<file path="config.mk">
export PLATFORM = sky130hd
export DESIGN_NAME = bandgap_seq_ctrl
export DESIGN_NICKNAME = d
export VERILOG_FILES = /design/src/rtl/bandgap_seq_ctrl.sv
export SDC_FILE = /design/constraint.sdc
export NUM_CORES = 1
export LEC_CHECK = 0
export CAP_MARGIN = 10
export CORE_MARGIN = 5
export CORE_UTILIZATION = 28
export CTS_BUF_LIST = sky130_fd_sc_hd__clkbuf_2 sky130_fd_sc_hd__clkbuf_4 sky130_fd_sc_hd__clkbuf_8
export DETAILED_ROUTE_END_ITERATION = 12
export DONT_BUFFER_PORTS = 1
export PLACE_DENSITY = 0.4
export REMOVE_ABC_BUFFERS = 1
export SKIP_LAST_GASP = 1
export SYNTH_ARGS = -nofsm -noshare
export SYNTH_HDL_FRONTEND = slang
export SYNTH_SLANG_ARGS = --single-unit
</file>
<file path="constraint.sdc">
create_clock -name wb_clk_i -period 7.15 [get_ports wb_clk_i]
set_clock_uncertainty 0.15 [all_clocks]
set_input_delay 1.7875 -clock wb_clk_i [delete_from_list [all_inputs] [get_ports wb_clk_i]]
set_output_delay 1.7875 -clock wb_clk_i [all_outputs]
set_load 0.03 [all_outputs]
</file>
<file path="src/rtl/bandgap_seq_ctrl.sv">
// rtl/bandgap_seq_ctrl.sv - bandgap reference startup sequencer and health monitor
module bandgap_seq_ctrl #(
    parameter int CNT_W           = 16,
    parameter int SETTLE_CYCLES   = 16,
    parameter int OK_FILTER       = 4,
    parameter int TIMEOUT_CYCLES  = 64,
    parameter int COOLDOWN_CYCLES = 8,
    parameter int MAX_RETRIES     = 2
) (
    input  logic       wb_clk_i,
    input  logic       wb_rst_i,
    input  logic       req_i,
    input  logic       vbg_ok_i,
    input  logic       clr_fault_i,
    output logic       en_o,
    output logic       ready_o,
    output logic       fault_o,
    output logic [2:0] state_o,
    output logic [3:0] retry_o
);
    typedef enum logic [2:0] {
        ST_OFF      = 3'd0,
        ST_STARTUP  = 3'd1,
        ST_CHECK    = 3'd2,
        ST_ON       = 3'd3,
        ST_COOLDOWN = 3'd4,
        ST_FAULT    = 3'd5
    } state_t;

    localparam logic [CNT_W-1:0] SETTLE_LAST   = CNT_W'(SETTLE_CYCLES - 1);
    localparam logic [CNT_W-1:0] TIMEOUT_LAST  = CNT_W'(TIMEOUT_CYCLES - 1);
    localparam logic [CNT_W-1:0] COOLDOWN_LAST = CNT_W'(COOLDOWN_CYCLES - 1);
    localparam logic [CNT_W-1:0] FILTER_N      = CNT_W'(OK_FILTER);
    localparam logic [CNT_W-1:0] CNT_MAX       = '1;
    localparam logic [3:0]       RETRY_MAX     = 4'(MAX_RETRIES);

    state_t           state_q, state_d;
    logic [CNT_W-1:0] cnt_q, cnt_d, cnt_inc;
    logic [CNT_W-1:0] run_q, run_d, run_inc;
    logic [3:0]       retry_q, retry_d;
    logic [1:0]       sync_q;
    logic             ok_s;
    logic             retry_path;

    assign ok_s    = sync_q[1];
    assign cnt_inc = (cnt_q == CNT_MAX) ? cnt_q : cnt_q + CNT_W'(1);
    assign run_inc = (run_q == CNT_MAX) ? run_q : run_q + CNT_W'(1);

    always_comb begin
        state_d    = state_q;
        cnt_d      = cnt_inc;
        run_d      = run_q;
        retry_d    = retry_q;
        retry_path = 1'b0;
        case (state_q)
            ST_OFF: begin
                cnt_d = '0;
                if (req_i) state_d = ST_STARTUP;
            end
            ST_STARTUP: begin
                if (cnt_q == SETTLE_LAST) state_d = ST_CHECK;
            end
            ST_CHECK: begin
                // a good filter result beats a timeout landing on the same edge
                run_d = ok_s ? run_inc : '0;
                if (ok_s && run_inc >= FILTER_N) state_d = ST_ON;
                else if (cnt_q == TIMEOUT_LAST) retry_path = 1'b1;
            end
            ST_ON: begin
                cnt_d = '0;
                run_d = ok_s ? '0 : run_inc;
                if (!ok_s && run_inc >= FILTER_N) retry_path = 1'b1;
            end
            ST_COOLDOWN: begin
                if (cnt_q == COOLDOWN_LAST) state_d = ST_STARTUP;
            end
            ST_FAULT: begin
                cnt_d = '0;
                if (clr_fault_i && !req_i) state_d = ST_OFF;
            end
            default: state_d = ST_OFF;
        endcase

        if (retry_path) begin
            if (retry_q < RETRY_MAX) begin
                retry_d = retry_q + 4'd1;
                state_d = ST_COOLDOWN;
            end else begin
                state_d = ST_FAULT;
            end
        end

        // dropping the request overrides any sequencing decision
        if (!req_i && (state_q inside {ST_STARTUP, ST_CHECK, ST_ON, ST_COOLDOWN}))
            state_d = ST_OFF;

        if (state_d != state_q) begin
            cnt_d = '0;
            run_d = '0;
        end
        if (state_d == ST_OFF) retry_d = '0;
    end

    always_ff @(posedge wb_clk_i) begin
        if (wb_rst_i) begin
            state_q <= ST_OFF;
            cnt_q   <= '0;
            run_q   <= '0;
            retry_q <= '0;
            sync_q  <= '0;
        end else begin
            state_q <= state_d;
            cnt_q   <= cnt_d;
            run_q   <= run_d;
            retry_q <= retry_d;
            sync_q  <= {sync_q[0], vbg_ok_i};
        end
    end

    assign en_o    = state_q inside {ST_STARTUP, ST_CHECK, ST_ON};
    assign ready_o = (state_q == ST_ON);
    assign fault_o = (state_q == ST_FAULT);
    assign state_o = state_q;
    assign retry_o = retry_q;
endmodule
</file>
==> impl_results.md, run 1 <==
- TritonRoute pass-1 iters: 6
- DR iter-0 viols: 78
- Crit. End Element: primary output
- Final hold viol count: 0
- Pin count of the biggest net entering global routing: 19
- Vias in the first global route: 2,283
- Pre-CTS WS: 2.76 ns
- Worst EP required: 5.21 ns
- Leading cell type in the layout, fill and taps excluded: nand2_1
- Ys flop type: dfxtp_1
- Die width: 110 microns
- Commonest non-fill, non-tap cells in the layout: nand2_1 (43), dfxtp_1 (41), nor2_1 (29), o21ai_0 (19), nand3_1 (16)
- Synthesized area per cell: 8.09 sq um
- Setup TNS: 0 ns
- Final #Nets: 343
- GRT Util Overall: 12.3%
- Max Slew Vio Count: 0
- Port bufs: 0
- Max cap viols: 0
- Die area: 0.0120 sq mm
- Final Critical Period: 4.33 ns
- Cells after Synth: 343
- Post-CTS Resized: 0
- Die Y: 110 microns
- #FFs+latches synth: 41
- Overflow after GRT: 0
- # diodes: 0
- Worst Path Max Fanout: 18
- CTS Buffer Depth: 2
- H-tree depth: 2
- Finish-stage setup viols: 0
- Row count: 36
- Post-DRT Antenna Nets: 0
- Tightest Pin Transition: 1.08 ns
- Pwr/cell area: 151 mW/mm^2
- Routed wire length: 7080 microns
- Async S/R FF share, synth: 0%
- EDFF count, synth: 0
- Num CTS Buffers: 5
- Status: completed
- Leak: 0.957 nW
- Kind of critical path: register to primary output
- Mapped Area: 0.00277 sq mm
- Synth warn: 0
- Sequential area share after synthesis: 29.6%
- Yosys cell types: 63
- Relative slew slack: 27.3%
- Via/cell ratio: 5.21
- Final worst path period share: 60.6%
- Max Clk Rate: 231 MHz
- CTS Sinks: 41
- Max VDD drop: 53.5 uV
- Share of cells above drive strength 1: 12.2%
- Hold Buf Count CTS: 0
- Setup Buffers After CTS: 0
- Routed WL per cell: 15.1 microns
- CTS tree: done
- Ports: 15
- Area leader, netlist: dfxtp_1
- Initial antenna violation count: 0
- DRC viols: 0
- Clock transition at path regs: 0.09 ns
- Starting Density: 28.5%
- Ranking of synthesized cells by area: dfxtp_1 (30%), nand2_1 (5.8%), nor3_2 (4.3%), xnor2_1 (4.1%), nor2_1 (3.9%)
- GPL Wtd Cong: 0.873
- Hold Path Class: register to register
- Worst setup margin: 2.82 ns
- Critical Path Source Type: register
- HPWL after DPL: 5080 microns
- First-pass GRT wire length: 11,700 microns
- Root buf cell: clkbuf_8
- Layout area overhead: 6.59%
- Share of the synthesized area in the top cell type: 29.6%
- Core footprint: 0.00973 sq mm
- Vias: 2,444
- Critical Path AT: 2.39 ns
- Worst skew pair latency: 0.30 ns
- RSZ-0062 raised after global routing: false
==> registers in the layout (all words and copies together), names as in the netlist <==
register and flops:
run_q 16, retry_o 4, cnt_q 16, state_o 3
sync_q 2
==> routing by layer <==
layer	global-route usage (%)	share of wire, %	vias to the layer above
met5	0	0	-
met4	4.63	1.7	0
met3	2.99	4.4	12
met2	19.0	43	42
met1	16.5	51	1138
li1	-	-	1252
==> power by group <==
| group | switching (mW) | total [mW] | leakage (nW) | internal, mW |
|---|---|---|---|---|
| combinational | 0.0405 | 0.0570 | 0.582 | 0.0165 |
| sequential | 0.00546 | 0.235 | 0.331 | 0.230 |
| clock | 0.0872 | 0.155 | 0.0439 | 0.0675 |
| total | 0.133 | 0.447 | 0.957 | 0.314 |
==> kinds of logic (layout without fill, tap and decap cells) <==
| family | count (synthesis) | in the layout | synth area share [%] |
|---|---|---|---|
| DFF | 41 | 41 | 29.6 |
| buffers and inverters | 28 | 21 | 4.96 |
| adders and majority gates | 3 | 3 | 1.35 |
| xor gates and xnor gates | 17 | 17 | 5.37 |
| AOI/OAI and AO/OA | 77 | 77 | 19.7 |
| and+or+nand+nor | 172 | 172 | 37.2 |
| muxes | 5 | 5 | 1.80 |
==> path summary, 6_finish.rpt <==
kind                              start                      to  slack (ns)  cells past startpoint
hold reg to reg    sync_q[0]$_SDFF_PP0_    sync_q[1]$_SDFF_PP0_        0.29                      1
setup / recovery  state_o[1]$_SDFF_PP0_                 ready_o        2.82                      2
hold / removal     sync_q[0]$_SDFF_PP0_    sync_q[1]$_SDFF_PP0_        0.29                      1
setup reg to reg  state_o[1]$_SDFF_PP0_  run_q[11]$_SDFFE_PP0P_        2.91                      7
==> cell usage after synthesis (all sizes together) (2+ instances only) <==
master	number
o311a	2
and3	5
a32oi	2
o2111ai	2
buf	11
o211ai	4
nor4	9
nand4	7
or3	4
o21ai	20
nor2	30
nand3	16
inv	10
a21o	2
nor4b	6
and4	4
nand2b	3
a31oi	9
mux2i	5
dfxtp	41
xnor2	13
o31ai	7
nor2b	5
nand2	43
a22oi	2
or4	2
xor2	4
nor3b	5
ha	3
nor3	27
and2	2
clkbuf	7
a211o	2
a21oi	14
==> layout make-up <==
type	count	area, sq um
Clock inverter	3	17.5
Inverter	10	37.5
Timing Repair Buffer	3	30.0
Multi-Input combinational cell	274	1820
Clock buffer	5	68.8
Fill cell	1102	6770
Sequential cell	41	821
Tap cell	133	166
==> critical path, cell delays in order (launching register included) <==
cell and delay [ns]:
dfxtp_1 0.81, nand2_1 0.59, nor2_1 0.70
==> per-stage QoR <==
step / hold slack, ns / utilization, % / area (sq um) / instances / total power [mW]
floorplan: 0.264 / - / 2670 / 325 / 0.281
global placement: 0.271 / 29.3 / 2860 / 460 / 0.297
detailed placement: 0.283 / 29.3 / 2860 / 460 / 0.296
CTS: 0.300 / 30.2 / 2940 / 468 / 0.453
global route: 0.323 / 30.4 / 2960 / 469 / 0.471
finish: 0.292 / 30.4 / 2960 / 469 / 0.447
Power figures use the tool's default switching activity.
==> run 2: changes to the inputs <==
--- a/config.mk
+++ b/config.mk
@@ -11,7 +11,7 @@
 export CTS_BUF_LIST = sky130_fd_sc_hd__clkbuf_2 sky130_fd_sc_hd__clkbuf_4 sky130_fd_sc_hd__clkbuf_8
 export DETAILED_ROUTE_END_ITERATION = 12
 export DONT_BUFFER_PORTS = 1
-export PLACE_DENSITY = 0.4
+export PLACE_DENSITY = 0.42
 export REMOVE_ABC_BUFFERS = 1
 export SKIP_LAST_GASP = 1
 export SYNTH_ARGS = -nofsm -noshare
==> constraint.sdc (replaced) <==
create_clock -name wb_clk_i -period 3.8 [get_ports wb_clk_i]
set_clock_uncertainty 0.15 [all_clocks]
set_input_delay 0.95 -clock wb_clk_i [delete_from_list [all_inputs] [get_ports wb_clk_i]]
set_output_delay 0.95 -clock wb_clk_i [all_outputs]
set_load 0.03 [all_outputs]
==> run 2 against run 1 <==
  * Highest routed layer unchanged
  * Critical path type is now register to register
  * Cell area is 7.4% higher
  * Flip-flop and latch count stayed put
  * First-iteration DRC count increased by 62%
  * Register-to-register slack worse by 2.6 ns
  * Combinational power up 130%
  * Global-route usage grew 1.2 points
  * Worst hold slack improved by 0.010 ns
==> impl_results.md, run 2 (synthesis gave the netlist of run 1 again) <==
- Worst Path Max Fanout: 16 (-2)
- Commonest non-fill, non-tap cells in the layout: nand2_1 (43), dfxtp_1 (41), nor2_1 (29), buf_4 (22), o21ai_0 (19)
- Share of cells above drive strength 1: 17.9% (+5.7 points)
- Critical Path Source Type: register
- Ports: 15 (unchanged)
- Layout area overhead: 14.5%
- Vias: 2,587 (+5.9%)
- Final #Nets: 364 (+6.1%)
- RSZ-0062 raised after global routing: false
- Kind of critical path: register to register
- Post-DRT Antenna Nets: 0 (unchanged)
- Area after DPL: 0.00303 sq mm (+6.0%)
- Status: completed
- Starting Density: 28.5% (unchanged)
- Routed WL per cell: 15.4 microns (+2.2%)
- Core footprint: 0.00973 sq mm (unchanged)
- Root buf cell: clkbuf_8
- Max Clk Rate: 284 MHz
- DRC viols: 0 (unchanged)
- # diodes: 0 (unchanged)
- Row count: 36 (unchanged)
- Pwr/cell area: 294 mW/mm^2 (+94%)
- GRT Util Overall: 13.5% (+1.2 points)
- Initial antenna violation count: 0 (unchanged)
- HPWL after DPL: 5380 microns (+6.0%)
- TritonRoute pass-1 iters: 4 (-2)
- Finish-stage setup viols: 0 (unchanged)
- Setup TNS: 0 ns (unchanged)
- Worst EP required: 3.86 ns (-1.35 ns)
- Clock transition at path regs: 0.08 ns (about the same)
- Die width: 110 microns (unchanged)
- Worst skew pair latency: 0.31 ns (about the same)
- Die area: 0.0120 sq mm (unchanged)
- Num CTS Buffers: 5 (unchanged)
- Leading cell type in the layout, fill and taps excluded: nand2_1
- Relative slew slack: 53.6% (+26 points)
- Pin count of the biggest net entering global routing: 18 (-1)
- Crit. End Element: register
- GPL Wtd Cong: 0.818 (-6.4%)
- CTS Buffer Depth: 2 (unchanged)
- Share of the core filled with cells: 32.7% (+2.3 points)
- CTS tree: done
- Final Critical Period: 3.52 ns
- Tightest Pin Transition: 0.690 ns (-0.394 ns)
- Routed wire length: 7570 microns (+6.8%)
- Hold Path Class: register to register
- Multi-input combinational cell area: 0.00183 sq mm (+0.90%)
- CTS Sinks: 41 (unchanged)
- Leak: 1.08 nW (+13%)
- H-tree depth: 2 (unchanged)
- DR iter-0 viols: 126 (+62%)
- Layout fillers: 1,088 (-1.3%)
- Overflow after GRT: 0 (unchanged)
- Hold Buf Count CTS: 0 (unchanged)
- Final hold viol count: 0 (unchanged)
- Pre-CTS WS: 0.0307 ns (-2.73 ns)
- Max VDD drop: 140 uV (+160%)
- Max Slew Vio Count: 0 (unchanged)
- Vias in the first global route: 2,521 (+10%)
- Port bufs: 0 (unchanged)
- Overall Power: 934 uW (+110%)
- Via/cell ratio: 5.28 (+1.3%)
- First-pass GRT wire length: 12,800 microns (+10%)
- Max cap viols: 0 (unchanged)
- Die Y: 110 microns (unchanged)
- Worst setup margin: 0.275 ns (-2.54 ns)
- Final worst path period share: 92.8%
- Critical Path AT: 3.59 ns (+1.20 ns)
- Register area: 821 sq um (unchanged)
- Final non-filler cell area: 0.00318 sq mm (+7.4%)
run 2: changes by cell type in the layout (fill, tap and decap cells not counted), sizes merged:
cell,previous run,this run
clkinv,2,1
buf,3,24
bufinv,0,1
run 2: worst max-delay path: stages, from the launching register on:
cell	delay, ns
dfxtp_1	0.50
nand4_4	0.13
or4_1	0.58
xnor2_1	0.17
a2111o_1	0.36
o31a_1	0.40
or3_1	0.36
nand2_1	0.14
a31oi_2	0.10
buf_4	0.24
nor4b_2	0.30
run 2: layer usage:
metal	GRT usage [%]	routed length (microns)
met1	17.9	3520
met2	21.6	3560
met5	0	0
met3	3.17	406
met4	4.01	85
run 2: power by group:
part | total (mW) | leakage [nW] | internal (mW) | switching (mW)
sequential | 0.437 | 0.331 | 0.433 | 0.00433
clock | 0.364 | 0.0543 | 0.197 | 0.167
combinational | 0.133 | 0.693 | 0.0452 | 0.0875
total | 0.934 | 1.08 | 0.674 | 0.259
run 2: worst paths after layout:
path,start,endpoint,slack [ns],depth (start not counted)
setup / recovery,run_q[7]$_SDFFE_PP0P_,run_q[3]$_SDFFE_PP0P_,0.28,10
hold / removal,sync_q[0]$_SDFF_PP0_,sync_q[1]$_SDFF_PP0_,0.30,1
hold reg to reg,sync_q[0]$_SDFF_PP0_,sync_q[1]$_SDFF_PP0_,0.30,1
setup reg to reg,run_q[7]$_SDFFE_PP0P_,run_q[3]$_SDFFE_PP0P_,0.28,10
run 2: final cells by class:
cell class | count | area share, %
timing repair buffer | 24 | 6.46
multi-input combinational | 274 | 57.7
inverter | 10 | 1.18
clock buffer | 5 | 2.17
tap | 133 | 5.24
clock inverter | 3 | 1.46
sequential | 41 | 25.8
run 2: metrics by stage:
stage	hold WS [ns]	std cells
after floorplan	0.264	325
after global placement	0.273	481
after detailed placement	0.290	481
after CTS	0.306	489
after global routing	0.321	490
final	0.303	490
run 2: repair_timing:
item	4_1_cts	5_1_grt
buffers inserted	0	1
endpoints found under the setup margin	0	32
gates resized for setup	0	3
